File: src/rtl/uart_tx_arbiter.sv
// -----------------------------------------------------------------------------
// uart_tx_arbiter
//
// Shares one UART transmitter among NREQ byte-stream requesters. Arbitration
// is packet-granular round-robin: once a requester is granted, it keeps the
// grant until the byte flagged req_last has been handed to the UART and the
// UART reports idle again.
//
// Optional feature: define UART_TX_ARB_TIMEOUT_EN to enable a mid-packet idle
// timeout. While the owner leaves req_valid low in ACCEPT for TIMEOUT cycles,
// the grant is revoked and a one-cycle timeout pulse is produced. Without the
// macro the counter does not exist and timeout is tied low.
//
// Parameters
//   NREQ     number of requesters (2..4)
//   TIMEOUT  mid-packet idle limit in clk cycles (1..255)
//
// Ports
//   clk        in   master clock
//   rst        in   synchronous active-high reset
//   req_valid  in   [NREQ]    per-requester byte available
//   req_byte   in   [8*NREQ]  requester i drives bits [8i+7:8i]
//   req_last   in   [NREQ]    byte closes its packet
//   req_ready  out  [NREQ]    one-hot single-cycle accept pulse
//   grant      out  [NREQ]    one-hot current owner, zero when none
//   transmit   out            start strobe to the UART
//   tx_byte    out  [8]       byte handed to the UART
//   tx_free    in             UART idle
//   busy       out            arbiter not in IDLE
//   timeout    out            grant revoked by the idle timeout
// -----------------------------------------------------------------------------
module uart_tx_arbiter #(
    parameter int NREQ    = 4,
    parameter int TIMEOUT = 255
) (
    input  logic              clk,
    input  logic              rst,
    input  logic [NREQ-1:0]   req_valid,
    input  logic [8*NREQ-1:0] req_byte,
    input  logic [NREQ-1:0]   req_last,
    output logic [NREQ-1:0]   req_ready,
    output logic [NREQ-1:0]   grant,
    output logic              transmit,
    output logic [7:0]        tx_byte,
    input  logic              tx_free,
    output logic              busy,
    output logic              timeout
);

    localparam int IDX_W = (NREQ > 2) ? 2 : 1;

    // Reject out-of-range configurations at elaboration.
    if (NREQ < 2 || NREQ > 4) begin : g_bad_nreq
        $error("uart_tx_arbiter: NREQ must be 2..4");
    end
    if (TIMEOUT < 1 || TIMEOUT > 255) begin : g_bad_timeout
        $error("uart_tx_arbiter: TIMEOUT must be 1..255");
    end

    typedef enum logic [1:0] {
        S_IDLE      = 2'd0,
        S_ACCEPT    = 2'd1,
        S_ISSUE     = 2'd2,
        S_WAIT_DONE = 2'd3
    } state_t;

    state_t            r_state;
    logic [NREQ-1:0]   r_grant;
    logic [IDX_W-1:0]  r_owner;
    logic [IDX_W-1:0]  r_last_owner;
    logic              r_last;
    logic              r_transmit;
    logic [7:0]        r_tx_byte;
`ifdef UART_TX_ARB_TIMEOUT_EN
    logic              r_timeout;
    logic [7:0]        r_idle_cnt;
`endif

    logic [IDX_W-1:0]  w_next_idx;
    logic              w_any_valid;
    logic              w_own_valid;
    logic              w_own_last;
    logic [7:0]        w_own_byte;
    logic              w_accept;

    // Round-robin pick starting at last+1. Candidates are visited from the
    // lowest priority (last itself) to the highest (last+1), so the final
    // overwrite is the nearest valid requester after last.
    function automatic logic [IDX_W-1:0] f_rr_pick(
        input logic [NREQ-1:0]  valid,
        input logic [IDX_W-1:0] last
    );
        logic [IDX_W-1:0] pick;
        int               j;
        pick = last;
        for (int k = NREQ; k >= 1; k--) begin
            j = int'(last) + k;
            if (j >= NREQ) j = j - NREQ;
            if (valid[IDX_W'(j)]) pick = IDX_W'(j);
        end
        return pick;
    endfunction

    assign w_next_idx  = f_rr_pick(req_valid, r_last_owner);
    assign w_any_valid = |req_valid;

    // Owner signals are selected through the one-hot grant, so non-owner
    // inputs can never leak into the datapath.
    assign w_own_valid = |(req_valid & r_grant);
    assign w_own_last  = |(req_last & r_grant);

    always_comb begin
        w_own_byte = 8'h00;
        for (int i = 0; i < NREQ; i++) begin
            if (r_grant[i]) w_own_byte = req_byte[8*i +: 8];
        end
    end

    // The handshake is a same-cycle acknowledge of the presented byte; it is
    // decoded from registered state and only ever lasts one cycle because
    // the FSM leaves ACCEPT on the following edge.
    assign w_accept  = (r_state == S_ACCEPT) && w_own_valid && tx_free;
    assign req_ready = w_accept ? r_grant : '0;

    always_ff @(posedge clk) begin
        if (rst) begin
            r_state      <= S_IDLE;
            r_grant      <= '0;
            r_owner      <= '0;
            r_last_owner <= IDX_W'(NREQ - 1);
            r_last       <= 1'b0;
            r_transmit   <= 1'b0;
            r_tx_byte    <= 8'h00;
`ifdef UART_TX_ARB_TIMEOUT_EN
            r_timeout    <= 1'b0;
            r_idle_cnt   <= 8'h00;
`endif
        end else begin
            r_transmit <= 1'b0;
`ifdef UART_TX_ARB_TIMEOUT_EN
            r_timeout  <= 1'b0;
`endif
            case (r_state)
                S_IDLE: begin
                    if (w_any_valid) begin
                        r_grant <= NREQ'(1) << w_next_idx;
                        r_owner <= w_next_idx;
                        r_state <= S_ACCEPT;
                    end
                end
                S_ACCEPT: begin
                    if (w_accept) begin
                        r_tx_byte  <= w_own_byte;
                        r_last     <= w_own_last;
                        r_transmit <= 1'b1;
                        r_state    <= S_ISSUE;
`ifdef UART_TX_ARB_TIMEOUT_EN
                        r_idle_cnt <= 8'h00;
`endif
                    end
`ifdef UART_TX_ARB_TIMEOUT_EN
                    // Only owner starvation counts; waiting on the UART does not.
                    else if (!w_own_valid) begin
                        if (r_idle_cnt == 8'(TIMEOUT - 1)) begin
                            r_timeout    <= 1'b1;
                            r_grant      <= '0;
                            r_last_owner <= r_owner;
                            r_idle_cnt   <= 8'h00;
                            r_state      <= S_IDLE;
                        end else begin
                            r_idle_cnt <= r_idle_cnt + 8'd1;
                        end
                    end
`endif
                end
                S_ISSUE: begin
                    r_state <= S_WAIT_DONE;
                end
                S_WAIT_DONE: begin
                    if (tx_free) begin
                        if (r_last) begin
                            r_grant      <= '0;
                            r_last_owner <= r_owner;
                            r_state      <= S_IDLE;
                        end else begin
                            r_state <= S_ACCEPT;
                        end
                    end
                end
                default: begin
                    r_state <= S_IDLE;
                end
            endcase
        end
    end

    assign grant    = r_grant;
    assign transmit = r_transmit;
    assign tx_byte  = r_tx_byte;
    assign busy     = (r_state != S_IDLE);
`ifdef UART_TX_ARB_TIMEOUT_EN
    assign timeout  = r_timeout;
`else
    assign timeout  = 1'b0;
`endif

endmodule
File: config.mk
export PLATFORM = sky130hd
export DESIGN_NAME = uart_tx_arbiter
export DESIGN_NICKNAME = d
export VERILOG_FILES = /design/src/rtl/uart_tx_arbiter.sv
export SDC_FILE = /design/constraint.sdc
export NUM_CORES = 1
export LEC_CHECK = 0
export BUFFER_PORTS_ARGS = -buffer_cell sky130_fd_sc_hd__buf_2
export CAP_MARGIN = 5
export CORE_AREA = 8 8 55 92
export CTS_CLUSTER_DIAMETER = 150
export CTS_CLUSTER_SIZE = 40
export DETAILED_ROUTE_END_ITERATION = 12
export DIE_AREA = 0 0 63 100
export GPL_ROUTABILITY_DRIVEN = 1
export SLEW_MARGIN = 15
export SYNTH_ARGS = -nofsm -noshare
export SYNTH_HDL_FRONTEND = slang
export SYNTH_SLANG_ARGS = --single-unit
File: constraint.sdc
create_clock -name clk -period 1.9 [get_ports clk]
set_input_delay 0.57 -clock clk [delete_from_list [all_inputs] [get_ports clk]]
set_output_delay 0.57 -clock clk [all_outputs]
set_load 0.01 [all_outputs]
==> flow_metrics.env <==
export IMPL_post_drt_wl_per_cell_um=14.9
export IMPL_ys_async_sr_fraction_pct=0
export IMPL_syn_inst=164
export IMPL_stdcell_area_sq_mm=0.00185
export IMPL_dpl_hpwl_mm=3.17
export IMPL_finClkSkew_ns=0.00372
export IMPL_status="finished with violations"
export IMPL_die_area_sq_mm=0.00630
export IMPL_critPathKind="input pin to output pin"
export IMPL_numCtsBuffers=3
export IMPL_cts_max_level=1
export IMPL_first_global_vias=1402
export IMPL_internal_power_mw=0.989
export IMPL_hp_class="flop to flop"
export IMPL_fin_hold_ws_ns=0.480
export IMPL_rrSetupSlack_ns=0.32
export IMPL_worstSetupStartpointType="input pin"
export IMPL_final_cells=283
export IMPL_cap_violations=0
export IMPL_grt_use_total_pct=12.8
export IMPL_grt_pass1_wl_mm=6.51
export IMPL_yosys_area_top_type="dfxtp_1"
export IMPL_synth_seq_cells=20
export IMPL_slowest_stage="a22oi_2"
export IMPL_vias=1418
export IMPL_clock_path_buffers=2
export IMPL_fin_ws_ns=-0.0184
export IMPL_hold_viol=0
export IMPL_clock_sinks=20
export IMPL_crit_path_cell_trace="buf_6 > a22oi_2 > a21oi_4 > and2_1 > buf_2"
export IMPL_synth_warnings=0
export IMPL_max_stage_delay_ns=0.25
export IMPL_area_growth_pct=43.8
export IMPL_avgSynthCellArea_sq_um=7.86
export IMPL_setup_tns_ns=-0.0417
export IMPL_via_per_inst=5.01
export IMPL_drt_initial_drc_count=57
export IMPL_rsz0062_at_grt="yes"
export IMPL_synth_fp_nets=210
export IMPL_n_antenna_cell=0
export IMPL_critPathBufInv=2
export IMPL_ir_drop_mv=0.595
export IMPL_r2r_end="grant[0]$_SDFFE_PP0P_"
export IMPL_root_buffer="clkbuf_8"
export IMPL_pwr_share_seq_pct=33.9
export IMPL_arrival_ns=1.35
export IMPL_place_inst=274
export IMPL_drcViolationCount=0
export IMPL_die_y_um=100
export IMPL_yosys_top_cells_area="dfxtp_1 (31%), a21oi_1 (7.4%), a22oi_1 (7.0%), a211oi_2 (5.8%), inv_1 (4.1%)"
export IMPL_grt_max_degree=21
export IMPL_fin_nets=283
export IMPL_die_w_um=63
export IMPL_r2r_start="r_state[1]$_SDFFE_PP0P_"
export IMPL_synth_edf_count=0
export IMPL_synth_top_cell_area_share_pct=31.1
export IMPL_ant_nets=0
export IMPL_combPwrFrac_pct=48.7
export IMPL_clkPwrFrac_pct=17.3
export IMPL_clkLatencyLatePin_ns=0.25
export IMPL_setup_viol=4
export IMPL_finalCritPeriodShare_pct=101
export IMPL_violations="negative setup slack"
export IMPL_floorplan_initialDensity_pct=34.0
export IMPL_drt_total_wl_mm=4.22
export IMPL_netSwitchingPower_mw=0.571
export IMPL_synth_most_common_cell="dfxtp_1"
export IMPL_crit_path_end_kind="output pin"
export IMPL_crit_fanout=6
export IMPL_startpoint="req_valid[3]"
export IMPL_ff2ff_path_depth=6
export IMPL_synth_area_sq_mm=0.00129
export IMPL_drive_gt1_share_pct=44.3
export IMPL_path_delay_family="compound AO/OA/AOI/OAI gates"
export IMPL_synthFlopType="dfxtp_1"
export IMPL_period_minus_slack_ns=1.92
export IMPL_cp_endpoint="req_ready[2]"
export IMPL_cts_tree="built"
export IMPL_synth_sequential_area_ratio_pct=31.1
export IMPL_dpl_worst_slack_ns=-0.0957
export IMPL_routabilityCongestion=0.807
export IMPL_power_mw=1.56
export IMPL_io_pins=62
export IMPL_synthTopCellsByCount="dfxtp_1 (20), a21oi_1 (19), inv_1 (14), nand2_1 (14), a22oi_1 (12)"
export IMPL_cts_hold_buf=0
export IMPL_crit_required_ns=1.33
export IMPL_p_sw_share_pct=36.6
export IMPL_final_util_pct=48.9
export IMPL_firstDrtPassIters=4
export IMPL_io_buffers=60
export IMPL_core_sq_mm=0.00379
export IMPL_placedInstanceArea_sq_mm=0.00170
export IMPL_grt_antenna_before_repair=0
export IMPL_clk_pin_slew_ns=0.07
export IMPL_path_depth=5
export IMPL_report_final_slew_viol_count=0
export IMPL_fmax_mhz=521
export IMPL_yosys_cell_types_count=39
export IMPL_p_per_area_mw_per_mm2=842
export IMPL_placementRows=30
export IMPL_grt_ovfl_total=0
export IMPL_p_leak_nw=0.880
==> worst reg2reg max path, delay by kind of cell (launching register included) <==
family                     cells  cell delay, ns
DFF                            1            0.33
AOI/OAI and AO/OA              3            0.64
adders and majority gates      1            0.24
and+or+nand+nor                1            0.19
buffers and inverters          1            0.13
==> power by group through the flow <==
stage	Clock [mW]	Sequential [mW]	Combinational, mW
floorplan	0	0.537	0.434
global placement	0	0.525	0.672
detailed placement	0	0.524	0.678
CTS	0.286	0.527	0.739
global route	0.307	0.537	0.850
finish	0.270	0.529	0.760
==> how the worst min path moves through the flow <==
stage,cells past startpoint,startpoint,end
final,2,r_owner[1]$_SDFFE_PP0P_,r_last_owner[1]$_SDFFE_PP1P_
after CTS,2,r_owner[1]$_SDFFE_PP0P_,r_last_owner[1]$_SDFFE_PP1P_
after floorplan,2,r_owner[1]$_SDFFE_PP0P_,r_last_owner[1]$_SDFFE_PP1P_
after detailed placement,2,r_owner[1]$_SDFFE_PP0P_,r_last_owner[1]$_SDFFE_PP1P_
after global placement,2,r_owner[1]$_SDFFE_PP0P_,r_last_owner[1]$_SDFFE_PP1P_
after global routing,2,tx_byte[0]$_SDFFE_PP0P_,tx_byte[0]$_SDFFE_PP0P_
==> final cells by class <==
class	instances	area, sq um
clock buffers	3	41.3
well taps	48	60.1
fillers	389	1940
multi-input cells	117	817
inverters	14	52.6
repair buffers	81	477
flip-flops and latches	20	405
==> logic make-up after synthesis <==
family / count (synthesis) / share of synthesized area, %
adders and majority gates: 3 / 2.91
muxes: 4 / 3.11
buffers and inverters: 27 / 8.83
other: 1 / 0.291
DFF: 20 / 31.1
AOI/OAI and AO/OA: 66 / 37.0
and+or+nand+nor: 43 / 16.8
==> metal layers <==
layer	vias up	global-route usage (%)	wire length (um)
li1	725	-	-
met1	642	11.4	1520
met2	41	25.6	2420
met3	10	2.90	201
met4	0	5.83	69
met5	-	0	0
==> layout by cell type, fill, tap and decap left out, drive strengths merged, types with 2 or more instances in the layout <==
| master | count |
|---|---|
| a211oi | 8 |
| a21boi | 2 |
| a21o | 3 |
| a21oi | 20 |
| a22o | 2 |
| a22oi | 12 |
| a31oi | 2 |
| and2 | 5 |
| buf | 81 |
| clkbuf | 3 |
| dfxtp | 20 |
| ha | 3 |
| inv | 14 |
| mux2i | 4 |
| nand2 | 14 |
| nand2b | 4 |
| nor2 | 11 |
| nor3 | 3 |
| o21ai | 9 |
| o2bb2ai | 2 |
==> state kept, by name, summed over array words and instances (netlist names) <==
register,cells
r_last_owner,2
transmit,1
grant,4
r_last,1
r_state,2
tx_byte,8
r_owner,2
==> timing repair <==
action	CTS	global route
resized for setup	11	5
gates cloned	0	0
buffers inserted	3	3
setup endpoints to repair	4	4
pin swaps	7	7
Power figures use the tool's default switching activity.
